## src/rtl/card_slot_pkg.sv

```systemverilog
// Shared definitions for the card slot scheduler: FSM states, card value limit
// and slot-count limit.
package card_slot_pkg;

   typedef enum logic [1:0] {
      IDLE   = 2'd0,
      FETCH  = 2'd1,
      DRAIN  = 2'd2,
      COMMIT = 2'd3
   } slotState_t;

   localparam int CARD_MAX  = 52;
   localparam int MAX_SLOTS = 16;
   localparam int IDX_W     = 4;

   // Values above the largest card id are shown as a blank slot.
   function automatic logic [31:0] clampCard(input logic [31:0] value);
      return (value > 32'(CARD_MAX)) ? 32'd0 : value;
   endfunction

endpackage

```

## src/rtl/card_slot_shadow.sv

```systemverilog
// Staging/shadow storage for the displayed card slots: per-entry staging
// writes, single-cycle bulk commit into the shadow, asynchronous shadow read.
module card_slot_shadow
   import card_slot_pkg::*;
#(
   parameter int NUM_SLOTS = 8
) (
   input  logic             clk,
   input  logic             reset,
   input  logic             stageWe,
   input  logic [IDX_W-1:0] stageIdx,
   input  logic [31:0]      stageData,
   input  logic             commit,
   input  logic [IDX_W-1:0] rdIdx,
   output logic [31:0]      rdData
);

   localparam logic [IDX_W:0] SLOT_LIM = (IDX_W+1)'(NUM_SLOTS);

   // Arrays span the full slot limit so a 4-bit index always fits; entries at
   // or above NUM_SLOTS are never written and stay at their reset value.
   logic [31:0] staging [MAX_SLOTS];
   logic [31:0] shadow  [MAX_SLOTS];

   always_ff @(posedge clk or negedge reset) begin
      if (!reset) begin
         for (int k = 0; k < MAX_SLOTS; k++) begin
            staging[k] <= '0;
         end
      end else if (stageWe) begin
         staging[stageIdx] <= stageData;
      end
   end

   always_ff @(posedge clk or negedge reset) begin
      if (!reset) begin
         for (int k = 0; k < MAX_SLOTS; k++) begin
            shadow[k] <= '0;
         end
      end else if (commit) begin
         for (int k = 0; k < MAX_SLOTS; k++) begin
            shadow[k] <= staging[k];
         end
      end
   end

   always_comb begin
      rdData = '0;
      if ({1'b0, rdIdx} < SLOT_LIM) begin
         rdData = shadow[rdIdx];
      end
   end

endmodule

```

## src/rtl/card_slot_scheduler.sv

```systemverilog
// Per-frame card slot fetcher sharing one data-memory port with the CPU.
// Optional build macro CARD_SLOT_CLAMP_EN blanks fetched values above CARD_MAX.
module card_slot_scheduler
   import card_slot_pkg::*;
#(
   parameter int NUM_SLOTS = 8,
   parameter int BASE_ADDR = 16,
   parameter int ADDR_W    = 12
) (
   input  logic              clk,
   input  logic              reset,
   input  logic              screen_end,
   input  logic              cpu_req,
   input  logic              cpu_wen,
   input  logic [ADDR_W-1:0] cpu_addr,
   input  logic [31:0]       cpu_wdata,
   output logic              cpu_ready,
   output logic [31:0]       cpu_rdata,
   output logic              cpu_rvalid,
   output logic [ADDR_W-1:0] mem_addr,
   output logic              mem_wen,
   output logic [31:0]       mem_wdata,
   input  logic [31:0]       mem_rdata,
   input  logic [3:0]        slot_sel,
   output logic [31:0]       slot_index,
   output logic              frame_valid,
   output logic              overrun
);

   localparam logic [IDX_W-1:0] LAST_IDX = IDX_W'(NUM_SLOTS - 1);

   slotState_t       state;
   slotState_t       nextState;
   logic [IDX_W-1:0] slotCnt;
   logic [IDX_W-1:0] nextCnt;
   logic             stageWe;
   logic [IDX_W-1:0] stageIdx;
   logic [31:0]      stageData;
   logic             commit;
   logic             frameValidQ;
   logic             overrunQ;
   logic             cpuRvalidQ;

   always_ff @(posedge clk or negedge reset) begin
      if (!reset) begin
         state   <= IDLE;
         slotCnt <= '0;
      end else begin
         state   <= nextState;
         slotCnt <= nextCnt;
      end
   end

   // Read data lags the address by one cycle, so FETCH cycle i captures
   // slot i-1 and DRAIN picks up the last slot.
   always_comb begin
      nextState = state;
      nextCnt   = '0;
      stageWe   = 1'b0;
      stageIdx  = slotCnt - IDX_W'(1);
      commit    = 1'b0;
      case (state)
         IDLE: begin
            if (screen_end) begin
               nextState = FETCH;
            end
         end
         FETCH: begin
            stageWe = (slotCnt != '0);
            if (slotCnt == LAST_IDX) begin
               nextState = DRAIN;
            end else begin
               nextCnt = slotCnt + IDX_W'(1);
            end
         end
         DRAIN: begin
            stageWe   = 1'b1;
            stageIdx  = LAST_IDX;
            nextState = COMMIT;
         end
         COMMIT: begin
            commit    = 1'b1;
            nextState = IDLE;
         end
         default: begin
            nextState = IDLE;
         end
      endcase
   end

   assign cpu_ready = (state != FETCH);

   always_comb begin
      mem_addr  = cpu_addr;
      mem_wen   = cpu_req & cpu_wen;
      mem_wdata = cpu_wdata;
      if (!cpu_ready) begin
         mem_addr  = ADDR_W'(BASE_ADDR) + ADDR_W'(slotCnt);
         mem_wen   = 1'b0;
         mem_wdata = '0;
      end
   end

`ifdef CARD_SLOT_CLAMP_EN
   assign stageData = clampCard(mem_rdata);
`else
   assign stageData = mem_rdata;
`endif

   always_ff @(posedge clk or negedge reset) begin
      if (!reset) begin
         frameValidQ <= 1'b0;
         overrunQ    <= 1'b0;
         cpuRvalidQ  <= 1'b0;
      end else begin
         if (commit) begin
            frameValidQ <= 1'b1;
         end
         if (screen_end && (state != IDLE)) begin
            overrunQ <= 1'b1;
         end
         cpuRvalidQ <= cpu_req & ~cpu_wen & cpu_ready;
      end
   end

   // Read return comes straight from the memory's one-cycle-late data.
   assign cpu_rdata   = cpuRvalidQ ? mem_rdata : 32'd0;
   assign cpu_rvalid  = cpuRvalidQ;
   assign frame_valid = frameValidQ;
   assign overrun     = overrunQ;

   card_slot_shadow #(
      .NUM_SLOTS(NUM_SLOTS)
   ) uShadow (
      .clk      (clk),
      .reset    (reset),
      .stageWe  (stageWe),
      .stageIdx (stageIdx),
      .stageData(stageData),
      .commit   (commit),
      .rdIdx    (slot_sel),
      .rdData   (slot_index)
   );

endmodule

```

## config.mk

```make
export PLATFORM = sky130hd
export DESIGN_NAME = card_slot_scheduler
export DESIGN_NICKNAME = d
export VERILOG_FILES = /design/src/rtl/card_slot_pkg.sv /design/src/rtl/card_slot_shadow.sv /design/src/rtl/card_slot_scheduler.sv
export SDC_FILE = /design/constraint.sdc
export NUM_CORES = 1
export LEC_CHECK = 0
export ABC_AREA = 1
export CAP_MARGIN = 20
export CORE_MARGIN = 2
export CORE_UTILIZATION = 30
export CTS_BUF_LIST = sky130_fd_sc_hd__clkbuf_16
export CTS_CLUSTER_SIZE = 40
export DETAILED_ROUTE_END_ITERATION = 8
export SYNTH_ARGS = -nofsm -noshare
export SYNTH_HDL_FRONTEND = slang
export SYNTH_SLANG_ARGS = --single-unit
```

## constraint.sdc

```tcl
create_clock -name clk -period 1.9 [get_ports clk]
set_input_delay 0.19 -clock clk [delete_from_list [all_inputs] [get_ports clk]]
set_output_delay 0.19 -clock clk [all_outputs]
set_load 0.005 [all_outputs]
```

==> Yosys cells after proc, flatten, opt, wreduce, memory -nomap -nowiden <==
Cells that the tools add are included.
{ "word_totals": {"reg_bits": 1033, "out_inout_bits": 113, "word_cells": 82} }
{ "classes": {"n_addsub": 3, "n_lt_le_gt_ge": 4, "eq_ne": 7, "n_mux": 19, "bitwise": 6, "n_reduce_logical": 6} }
{ "ops": {"columns": ["cell", "count"], "rows": [
  ["bitwise mux 512 bit", 1],
  ["2-to-1 mux 32 bit", 6],
  ["binary-select mux 32 bit (select 4 bit)", 1],
  ["demux 32 bit (select 4 bit)", 1],
  ["2-to-1 mux 12 bit", 1],
  ["2-to-1 mux 4 bit", 3],
  ["greater-or-equal comparator 5 bit, second input constant", 2],
  ["inverter 4 -> 5 bit", 2],
  ["case mux 2 bit (4 select lines)", 1],
  ["adder 5 x 4 -> 6 bit, first input constant", 1],
  ["less-than comparator 5 x 1 -> 1 bit, second input constant", 1],
  ["adder 4 x 1 -> 4 bit, second input constant", 1],
  ["== test 2 bit, second input constant", 2],
  ["== test 4 x 3 -> 1 bit, second input constant", 1],
  ["less-than comparator 4 bit, second input constant", 1],
  ["2-to-1 mux 2 bit", 2],
  ["!= test 2 bit, second input constant", 2],
  ["nonzero test 4 bit", 1],
  ["subtractor 4 x 1 -> 4 bit, second input constant", 1],
  ["AND 1 bit", 3],
  ["== test 2 x 1 -> 1 bit, second input constant", 1],
  ["logical AND 1 bit", 2],
  ["logical NOT 2 bit", 1],
  ["2-to-1 mux 1 bit", 2],
  ["5 further kinds", 5]
]} }

==> Logic depth before layout (Yosys ltp) <==
Gate-level depths: netlist of the first run.
{ "logic_depth": {"ltp_word": 8, "depth_mapped": 12} }

==> Cells and area by module <==
A second synthesis of the first run with hierarchy kept.
{ "unflattened": {"cells_unflattened": 2769, "hier_area_um2": 22690.5} }
{ "by_module_without_submodules": {"columns": ["module", "n_inst", "cells_each", "area_per_inst_um2"], "rows": [
  ["card_slot_shadow", 1, 2546, 21530.6],
  ["card_slot_scheduler", 1, 223, 1159.9]
]} }

==> Least setup slack after synthesis of the first run <==
Ideal clock, no wire load.
{ "synth_path": {"path_type": "register -> register", "from": "reg slotCnt[1]", "to": "reg uShadow.staging[320] in the netlist's numbering", "setup_time_ps": 121, "arrival_time_ps": 1689, "required_ps": 1779, "setup_slack_ps": 90, "stages_incl_launch_ff": 11, "path_buffers": 2, "synth_period_minus_slack_ps": 1810, "path_cell_list": "dfrtp_1 inv_1 ha_1 inv_1 nor2_1 nand2_1 nand3b_2 buf_4 buf_6 o21bai_1 nand2_1"} }
{ "synth_via": {"elab_chain_cells": 8, "elab_cells_between_ends": 11} }
{ "synth_lines": {"columns": ["element", "line_no", "source"], "rows": [
  ["from (decl)", "card_slot_scheduler.sv:34", "logic [IDX_W-1:0] slotCnt;"],
  ["from (signal assigned)", "card_slot_scheduler.sv:50", "slotCnt <= nextCnt;"],
  ["subtractor 4 x 1 -> 4 bit", "card_slot_scheduler.sv:60", "stageIdx = slotCnt - IDX_W'(1);"],
  ["2-to-1 mux 4 bit", "card_slot_scheduler.sv:62", "case (state)"],
  ["inverter 4 -> 5 bit (implied by the code)", "card_slot_shadow.sv:31", "staging[stageIdx] <= stageData;"],
  ["greater-or-equal comparator 5 bit (implied by the code) or less-than comparator 5 x 1 -> 1 bit (tied branches)", "card_slot_shadow.sv:31", null],
  ["logical AND 1 bit (implied by the code)", "card_slot_shadow.sv:31", null],
  ["2-to-1 mux 32 bit (implied by the code)", "card_slot_shadow.sv:31", null],
  ["demux 32 bit (select 4 bit)", "card_slot_shadow.sv:31", null],
  ["bitwise mux 512 bit", "card_slot_shadow.sv:31", null],
  ["to (signal, indexed assignment)", "card_slot_shadow.sv:31", null],
  ["to (decl)", "card_slot_shadow.sv:22", "logic [31:0] staging [MAX_SLOTS];"]
]} }
Parallel ways exist; a longest one is shown, timed or not.
A chain may end at the register's enable or synchronous reset.

==> Final worst setup path of the first run <==
{ "layout_path": {"from": "reg state[1]", "to": "out mem_addr[3]"} }
{ "layout_via": {"elab_chain_cells": 2} }
{ "layout_lines": {"columns": ["element", "line_no", "source"], "rows": [
  ["from (decl)", "card_slot_scheduler.sv:32", "slotState_t state;"],
  ["from (signal assigned)", "card_slot_scheduler.sv:49", "state <= nextState;"],
  ["!= test 2 x 1 -> 1 bit", "card_slot_scheduler.sv:91", "assign cpu_ready = (state != FETCH);"],
  ["2-to-1 mux 12 bit", "card_slot_scheduler.sv:97", "if (!cpu_ready) begin"],
  ["to (decl)", "card_slot_scheduler.sv:20", "output logic [ADDR_W-1:0] mem_addr,"]
]} }
Every way passes these cells.

==> flow_metrics.tcl, run 1 <==
set metrics [dict create \
    outcome "finished, violations left" \
    violations "negative setup slack" \
    synth-simple-area-share_pct 17.8 \
    reg2reg_slack_ps -140 \
    max_cap_viol_count 0 \
    hold_viol 0 \
    dieArea_sq_um 86300 \
    worstMarginPinSlew_ps 456 \
    dp_hpwl_microns 48000 \
    rsz0062_at_grt "yes" \
    setup_slack_ps -154 \
    leakagePower_uw 0.0161 \
    drt_iter0_drc 1650 \
    final_cells 4491 \
    synth_seq_area_share_pct 51.7 \
    drive_above_1_share_pct 19.6 \
    synthToLayoutAreaGrowth_pct 34.0 \
    synth_top_family_by_area "simple AND/OR/NAND/NOR gates" \
    path_cells "inv_2, ha_4, buf_12, buf_6, clkinvlp_4, nand2_1, o21ai_1, buf_2" \
    cp_max_fo 5 \
    path_clk_slew_ps 60 \
    end_kind "output pin" \
    swShare_pct 40.4 \
    hp-class "in2async" \
    cp_data_required_time_ps 1710 \
    fp.dieH_microns 294 \
    synth_adder_area_share_pct 0.348 \
    dp.cells 4288 \
    critPathSlowestCell "dfrtp_1" \
    syn_inst 3072 \
    syn-cell-area_sq_um 25200 \
    htree_levels 2 \
    synth_compound_area_share_pct 17.7 \
    yosysWarnings 0 \
    min_period_over_period_pct 108 \
    track_usage_pct 18.4 \
    core_area_sq_um 83400 \
    core.rowCount 106 \
    muxShareOfSynthArea_pct 0 \
    detail_route.wl_per_cell_microns 18.9 \
    synth_cell_type_count 29 \
    cts_tree "built" \
    relSlewSlack_pct 69.3 \
    max_freq_mhz 487 \
    worst_r2r_path_depth 12 \
    total_power_uw 54000 \
    synthFlopType "dfrtp_1" \
    die_width_microns 294 \
    vdd_drop_max_uv 962 \
    port_buffers 197 \
    crit_arrival_ps 1860 \
    syn_avg_cell_area_sq_um 8.20 \
    antenna_left 0 \
    grt_pass1_vias 21000 \
    vias 21800 \
    timing.final.max_slew_violations 0 \
    drt_first_pass_iters 6 \
    final_common_cell "nand2_1" \
    gr-total-overflow 0 \
    p_seq_share_pct 33.6 \
    r2r_start "state[0]" \
    io_pins 198 \
    intPower_uw 32100 \
    grt_max_degree 80 \
    antenna_found_initial 1 \
    remaining_drc_errors 0 \
    start_util_pct 30.2 \
    grt_pass1_wl_microns 124000 \
    async_flop_share_pct 100 \
    synth_enable_flop_cells 0 \
    pwr-share-comb_pct 46.8 \
    wl_microns 84700 \
    p_clk_share_pct 19.6 \
    root_buffer "clkbuf_16" \
    layout_min_cycle_time_ps 2050 \
    cts.sinks 521 \
    critPathKind "reg2out" \
    avgViaCountPerCell 4.84 \
    num_antenna_cells 0 \
    numCtsBuffers 58 \
    cellPowerDensity_nw_per_um2 1600 \
    syn-num-nets 3164 \
    cp-start-kind "register" \
    insertion_delay_ps 660 \
    clk_path_buf_depth 3 \
    synth_xor_area_share_pct 0.0695 \
    timing.critical_path.slowest_cell_delay_ps 390 \
    nets 3455 \
    ys_seq_elements 521 \
    r2r-end "uShadow.staging[337]" \
    most-common-layout-cells "627 x nand2_1, 520 x dfrtp_1, 435 x inv_1" \
    p_sw_uw 21800 \
    clock_skew_ps 50.2 \
    gp_congestion 0.785 \
    finalSetupViolations 250 \
]
how the worst max path moves through the flow:
stage,from,to,slack [ps],depth (start not counted)
after floorplan,slotCnt[1],uShadow.staging[320],90,10
after global placement,slot_sel[1],slot_index[22],-320,11
after detailed placement,slot_sel[1],slot_index[22],-310,11
after CTS,state[0],mem_wdata[10],-220,6
after global routing,state[0],uShadow.staging[454],-240,12
final,state[1],mem_addr[3],-150,8
worst max-delay path: cells and delay by family, from the launching register on:
family | cells | cell delay (ps)
AOI/OAI and AO/OA | 1 | 60
and+or+nand+nor | 1 | 70
adders and majority gates | 1 | 190
DFF | 1 | 390
buffers and inverters | 5 | 540
synth_stat cells (2+ instances only):
cell | count | area (sq um)
nand2_1 | 642 | 2410
or2_2 | 2 | 12.5
nor2_1 | 130 | 488
inv_1 | 451 | 1690
buf_4 | 32 | 240
nor2_4 | 2 | 22.5
o21ai_0 | 357 | 1790
clkbuf_1 | 101 | 379
o21bai_1 | 256 | 1920
nor2_2 | 2 | 12.5
ha_1 | 7 | 87.6
buf_6 | 27 | 304
inv_2 | 9 | 33.8
buf_1 | 18 | 67.6
a21oi_1 | 85 | 425
o21ai_1 | 15 | 75.1
nand3b_2 | 2 | 22.5
nand2_2 | 3 | 18.8
nand3_1 | 292 | 1460
o211ai_1 | 32 | 240
buf_2 | 79 | 395
dfrtp_1 | 521 | 13000
stage by stage:
stage / hold slack [ps] / area [sq um] / utilization (%) / setup TNS, ps / setup slack, ps
5_1_grt: 54.5 / 33800 / 40.5 / -42680 / -244
6_report: 49.1 / 33800 / 40.5 / -12470 / -154
3_5_place_dp: 136 / 29600 / 35.5 / -11760 / -310
4_1_cts: 16.2 / 32400 / 38.8 / -16500 / -216
3_3_place_gp: 121 / 29600 / 35.5 / -8070 / -321
2_1_floorplan: -106 / 25200 / - / 0 / 90.2
flip-flops by register name, summed over array words and instances, names as in the netlist:
signal           count
frame_valid          1
state                2
uShadow.shadow     256
slotCnt              4
uShadow.staging    256
cpu_rvalid           1
overrun              1
logic make-up (layout without fill, tap and decap cells):
| logic type | after synthesis | in the layout |
|---|---|---|
| flip-flops | 521 | 521 |
| AO/OA/AOI/OAI | 746 | 746 |
| adder cells (fa/ha/maj) | 7 | 7 |
| XOR/XNOR | 2 | 2 |
| AND/OR/NAND/NOR | 1078 | 1079 |
| buffers and inverters | 718 | 1056 |
power groups by stage:
stage	Combinational [uW]	Sequential [uW]	Clock, uW
final	25200	18200	10600
after global routing	27900	18600	11200
after CTS	23000	18100	10800
after detailed placement	21300	18200	0
after global placement	21000	18100	0
after floorplan	13400	17600	0
routing by layer:
layer / part of all wire, % / vias to the layer above / track usage [%]
li1: - / 10300 / -
met2: 46 / 742 / 29.3
met5: 0 / - / 0
met3: 6.2 / 138 / 2.66
met1: 45 / 10600 / 25.6
met4: 3.1 / 0 / 5.97
timing repair:
action / 4_1_cts / 5_1_grt
cloned: 18 / 27
endpoints found under the hold margin: 430 / 0
resized for setup: 617 / 190
hold buffers: 1 / 0
setup buffers: 37 / 35
pin swaps: 112 / 168
endpoints found under the setup margin: 271 / 356
area by class of cell:
| cell class | instances | area [sq um] |
|---|---|---|
| fill | 8229 | 49600 |
| sequential | 521 | 13000 |
| multi-input combinational | 1834 | 9910 |
| timing repair buffer | 485 | 5850 |
| inverter | 461 | 1820 |
| clock buffer | 58 | 1450 |
| tap | 1080 | 1350 |
| clock inverter | 50 | 323 |
| timing repair inverter | 2 | 18.8 |
(Power assumes the default switching activity.)
==> inputs of run 2 (changes only) <==
--- a/config.mk
+++ b/config.mk
@@ -8,7 +8,7 @@
 export ABC_AREA = 1
 export CAP_MARGIN = 20
 export CORE_MARGIN = 2
-export CORE_UTILIZATION = 30
+export CORE_UTILIZATION = 40
 export CTS_BUF_LIST = sky130_fd_sc_hd__clkbuf_16
 export CTS_CLUSTER_SIZE = 40
 export DETAILED_ROUTE_END_ITERATION = 8
==> run 2 against run 1 <==
The run still ends with negative setup slack left; first-iteration DRC count up 40%; wire length up 8.7%; final area unchanged; die area down 25%; cell count down 5.0%; non-clock buffer count up 15; clock power about the same; utilization up 13 points; power up 6.8%; sequential share of layout area about the same.
==> flow_metrics.tcl, run 2 (same netlist as run 1, synthesis figures left out) <==
set metrics [dict create \
    relSlewSlack_pct 65.2 \
    track_usage_pct 26.1 \
    cellPowerDensity_nw_per_um2 1710 \
    cp_data_required_time_ps 2390 \
    cts.sinks 521 \
    antenna_left 0 \
    insertion_delay_ps 640 \
    vias 22900 \
    wl_met2_microns 42500 \
    p_clk_share_pct 18.7 \
    wl_met3_microns 7500 \
    detail_route.wl_per_cell_microns 21.6 \
    tns_ps -18890 \
    worstMarginPinSlew_ps 522 \
    max_freq_mhz 482 \
    io_pins 198 \
    leakagePower_uw 0.0164 \
    setup_slack_ps -173 \
    finalSetupViolations 243 \
    synthToLayoutAreaGrowth_pct 34.0 \
    most-common-layout-cells "630 x nand2_1, 520 x dfrtp_1, 453 x inv_1" \
    vdd_drop_max_uv 1010 \
    drt_iter0_drc 2308 \
    swShare_pct 40.5 \
    pwr-share-comb_pct 49.7 \
    outcome "finished, violations left" \
    grt_pass1_wl_microns 131000 \
    numCtsBuffers 57 \
    holdWs_ps 60.4 \
    root_buffer "clkbuf_16" \
    clk_path_buf_depth 3 \
    fin_util_pct 53.9 \
    layout_min_cycle_time_ps 2070 \
    violations "negative setup slack" \
    nets 3470 \
    drive_above_1_share_pct 19.4 \
    p_seq_share_pct 31.6 \
    hp-class "in2async" \
    critPathKind "reg2reg" \
    largest_registers "uShadow.shadow (256), uShadow.staging (256), slotCnt (4)" \
    fillers 5620 \
    timing.final.max_slew_violations 0 \
    core.rowCount 92 \
    drt_first_pass_iters 6 \
    num_antenna_cells 0 \
    drt-met1-wl_microns 38100 \
    clock_skew_ps 38.7 \
    cp_max_fo 8 \
    total_power_uw 57600 \
    wl_microns 92100 \
    crit_arrival_ps 2570 \
    cts_tree "built" \
    avgViaCountPerCell 5.37 \
    port_buffers 197 \
    core_area_sq_um 62600 \
    remaining_drc_errors 0 \
    dp_hpwl_microns 47100 \
    gr-total-overflow 0 \
    gp_congestion 0.806 \
    end_kind "register" \
    min_period_over_period_pct 109 \
    rsz0062_at_grt "yes" \
    htree_levels 2 \
    hold_viol 0 \
    max_cap_viol_count 0 \
    top_layer_used "met5" \
    grt_max_degree 92 \
    path_clk_slew_ps 60 \
    intPower_uw 34300 \
    p_sw_uw 23300 \
    fp.dieH_microns 255 \
    cp-start-kind "register" \
    start_util_pct 40.2 \
    dieArea_sq_um 65000 \
    grt_pass1_vias 22100 \
    die_width_microns 255 \
    antenna_found_initial 1 \
    final_common_cell "nand2_1" \
]
-- run 2: cell type report --
| cell class | instances | area [sq um] | share of cell area [%] |
|---|---|---|---|
| Multi-Input combinational cell | 1834 | 9820 | 29.1 |
| Timing Repair Buffer | 500 | 6210 | 18.4 |
| Timing Repair inverter | 3 | 43.8 | 0.130 |
| Sequential cell | 521 | 13000 | 38.6 |
| Clock buffer | 58 | 1450 | 4.30 |
| Tap cell | 846 | 1060 | 3.13 |
| Clock inverter | 45 | 325 | 0.963 |
| Inverter | 461 | 1820 | 5.40 |
-- run 2: layer usage --
layer	vias to the layer above	track usage, %
met5	-	0
met4	2	8.40
met3	229	3.23
met2	1121	42.9
met1	11200	36.0
li1	10300	-
-- run 2: worst paths after layout --
check,from,end,slack [ps],cells after the start
hold reg to reg,uShadow.staging[321],uShadow.shadow[321],450,2
hold / removal,reset,uShadow.staging[274],60,2
max in group asynchronous,reset,uShadow.staging[377],990,3
min in group clk,cpu_wen,cpu_rvalid,140,2
setup / recovery,state[1],uShadow.staging[342],-170,13
setup reg to reg,state[1],uShadow.staging[342],-170,13
-- run 2: repair_timing --
action	in CTS	in global routing
endpoints found under the setup margin	361	355
pin swaps	91	172
resized for setup	606	181
buffers inserted	81	25
gates cloned	26	44
hold endpoints to repair	521	0
hold buffers	1	0
-- run 2: per-stage QoR --
step / worst slack, ps / cells / instance area (sq um)
after floorplan: 90.2 / 3072 / 25200
after detailed placement: -227 / 4014 / 28800
after global routing: -249 / 4268 / 33800
after global placement: -198 / 4014 / 28800
after CTS: -189 / 4218 / 32300
final: -173 / 4268 / 33800
-- run 2: power groups by stage --
stage / registers (uW) / logic (uW) / clock network [uW]
after floorplan: 17600 / 13400 / 0
after global routing: 18700 / 30900 / 11300
after detailed placement: 18200 / 21200 / 0
after CTS: 18100 / 26200 / 10800
final: 18200 / 28600 / 10800
after global placement: 18100 / 20800 / 0
-- run 2: critical path, stage by stage (launching register included) --
cell       delay [ps]
dfrtp_1           360
inv_2              60
ha_4              210
buf_6             140
a21oi_2           120
nand2_2           130
buf_6             140
nand3b_4           70
buf_12            180
inv_16             70
buf_12            150
clkbuf_16         160
nand3_1            80
nand2_1            60
==> inputs of run 3 (changes only) <==
--- a/config.mk
+++ b/config.mk
@@ -7,11 +7,11 @@
 export LEC_CHECK = 0
 export ABC_AREA = 1
 export CAP_MARGIN = 20
-export CORE_MARGIN = 2
 export CORE_UTILIZATION = 40
 export CTS_BUF_LIST = sky130_fd_sc_hd__clkbuf_16
 export CTS_CLUSTER_SIZE = 40
 export DETAILED_ROUTE_END_ITERATION = 8
+export PLACE_DENSITY = 0.69
 export SYNTH_ARGS = -nofsm -noshare
 export SYNTH_HDL_FRONTEND = slang
 export SYNTH_SLANG_ARGS = --single-unit
==> run 3 against run 2 <==
The flow still finishes with violations (negative setup slack); combinational power rose by 7%; clock power barely moved; wire length fell by 6.8%; largest cell class unchanged; highest routed layer unchanged.
==> flow_metrics.tcl, run 3 (same netlist as run 1, synthesis figures left out) <==
set metrics [dict create \
    vdd_drop_max_uv 1100 \
    remaining_drc_errors 0 \
    wl_microns 85800 \
    dieArea_sq_um 64000 \
    drive_above_1_share_pct 18.6 \
    cts.sinks 521 \
    critPathKind "reg2out" \
    timing.final.max_slew_violations 0 \
    pwr-share-comb_pct 51.5 \
    violations "negative setup slack" \
    fp.dieH_microns 253 \
    max_freq_mhz 487 \
    largest_registers "uShadow.shadow (256), uShadow.staging (256), slotCnt (4)" \
    leakagePower_uw 0.0162 \
    core_area_sq_um 61900 \
    layout_min_cycle_time_ps 2050 \
    io_pins 198 \
    start_util_pct 40.7 \
    cp_data_required_time_ps 1710 \
    antenna_found_initial 2 \
    fin_util_pct 54.0 \
    gp_congestion 0.809 \
    track_usage_pct 25.9 \
    grt_pass1_vias 22000 \
    hold_viol 0 \
    cp_max_fo 6 \
    dp_slack_ps -234 \
    cts_tree "built" \
    cellPowerDensity_nw_per_um2 1780 \
    vias 22700 \
    max_cap_viol_count 0 \
    end_kind "output pin" \
    core.rowCount 91 \
    cp-start-kind "register" \
    hp-class "in2async" \
    gr-total-overflow 0 \
    synthToLayoutAreaGrowth_pct 32.7 \
    grt_max_degree 80 \
    port_buffers 197 \
    drt_first_pass_iters 5 \
    finalSetupViolations 276 \
    insertion_delay_ps 620 \
    relSlewSlack_pct 67.0 \
    clock_skew_ps 18.1 \
    multi_input_area_sq_um 9830 \
    dp_hpwl_microns 45200 \
    swShare_pct 40.3 \
    avgViaCountPerCell 5.34 \
    nets 3456 \
    final_common_cell "nand2_1" \
    path_clk_slew_ps 60 \
    antenna_left 0 \
    reg2reg_slack_ps -120 \
    num_antenna_cells 0 \
    detail_route.wl_per_cell_microns 20.2 \
    seq_area_sq_um 13000 \
    worstMarginPinSlew_ps 490 \
    clk_path_buf_depth 3 \
    numCtsBuffers 53 \
    p_clk_share_pct 17.8 \
    most-common-layout-cells "634 x nand2_1, 520 x dfrtp_1, 425 x inv_1" \
    die_width_microns 253 \
    p_seq_share_pct 30.7 \
    intPower_uw 35500 \
    fillers 5478 \
    p_sw_uw 24000 \
    drt_iter0_drc 2058 \
    setup_slack_ps -153 \
    min_period_over_period_pct 108 \
    crit_arrival_ps 1860 \
    root_buffer "clkbuf_16" \
    outcome "finished, violations left" \
    htree_levels 2 \
    grt_pass1_wl_microns 127000 \
    rsz0062_at_grt "yes" \
]
-- run 3: cell count changes in the layout (fill, tap and decap cells not counted), sizes merged --
| cell | previous run | this run |
|---|---|---|
| clkdlybuf4s50 | 82 | 86 |
| dlygate4sd2 | 8 | 27 |
| dlymetal6s2s | 0 | 2 |
| clkinv | 24 | 28 |
| clkdlybuf4s15 | 14 | 7 |
| buf | 357 | 354 |
| bufinv | 4 | 6 |
| clkbuf | 93 | 67 |
| nand2 | 646 | 647 |
| inv | 478 | 467 |
| bufbuf | 3 | 1 |
-- run 3: what timing repair did --
action,CTS,global route
gates cloned,38,12
endpoints found under the hold margin,521,0
gates resized for setup,570,127
hold buffers,1,0
endpoints found under the setup margin,318,339
buffers inserted,74,17
pin swaps,114,86
-- run 3: critical path, stage by stage (launching register included) --
cell and delay [ps]:
dfrtp_1 390, inv_2 90, ha_4 230, clkinvlp_4 170, buf_6 150, o21ai_2 100
buf_2 130
-- run 3: routing by layer --
metal  track usage (%)  vias up  wire length (microns)
met5                 0        -                     13
met4              10.9        2                   3370
met3              6.61      224                   9120
met2              40.3     1151                  38900
met1              34.1    11000                  34400
li1                  -    10300                      -
-- run 3: layout make-up --
type | count | area share (%)
Sequential cell | 521 | 39.0
Inverter | 461 | 5.34
Tap cell | 837 | 3.13
Clock inverter | 42 | 1.09
Multi-Input combinational cell | 1835 | 29.4
Clock buffer | 54 | 4.04
Timing Repair Buffer | 491 | 18.0
Timing Repair inverter | 1 | 0.0225
-- run 3: worst paths after layout --
| path | endpoint | cells after the start | start |
|---|---|---|---|
| worst min-delay path | uShadow.shadow[439] | 2 | reset |
| min in group clk | cpu_rvalid | 3 | cpu_req |
| worst min register to register | overrun | 1 | overrun |
| worst max register to register | uShadow.staging[346] | 12 | state[0] |
| max in group asynchronous | uShadow.staging[401] | 3 | reset |
| worst max-delay path | mem_addr[3] | 6 | state[1] |
-- run 3: power groups by stage --
stage                     clock [uW]  sequential, uW  combinational, uW
after floorplan                    0           17600              13400
after global placement             0           18000              20300
after detailed placement           0           18200              20700
after CTS                      10700           18100              28300
after global routing           11100           18700              32800
final                          10600           18300              30600
-- run 3: metrics by stage --
stage               instances  hold slack (ps)  setup TNS (ps)  area, sq um  total power [uW]
global route             4242              112          -38420        33400             62600
floorplan                3072             -106               0        25200             31000
finish                   4242              102          -14240        33400             59400
CTS                      4220             85.5           -8640        32700             57000
detailed placement       4020              135           -9610        29000             38900
global placement         4020              138           -4470        29000             38300
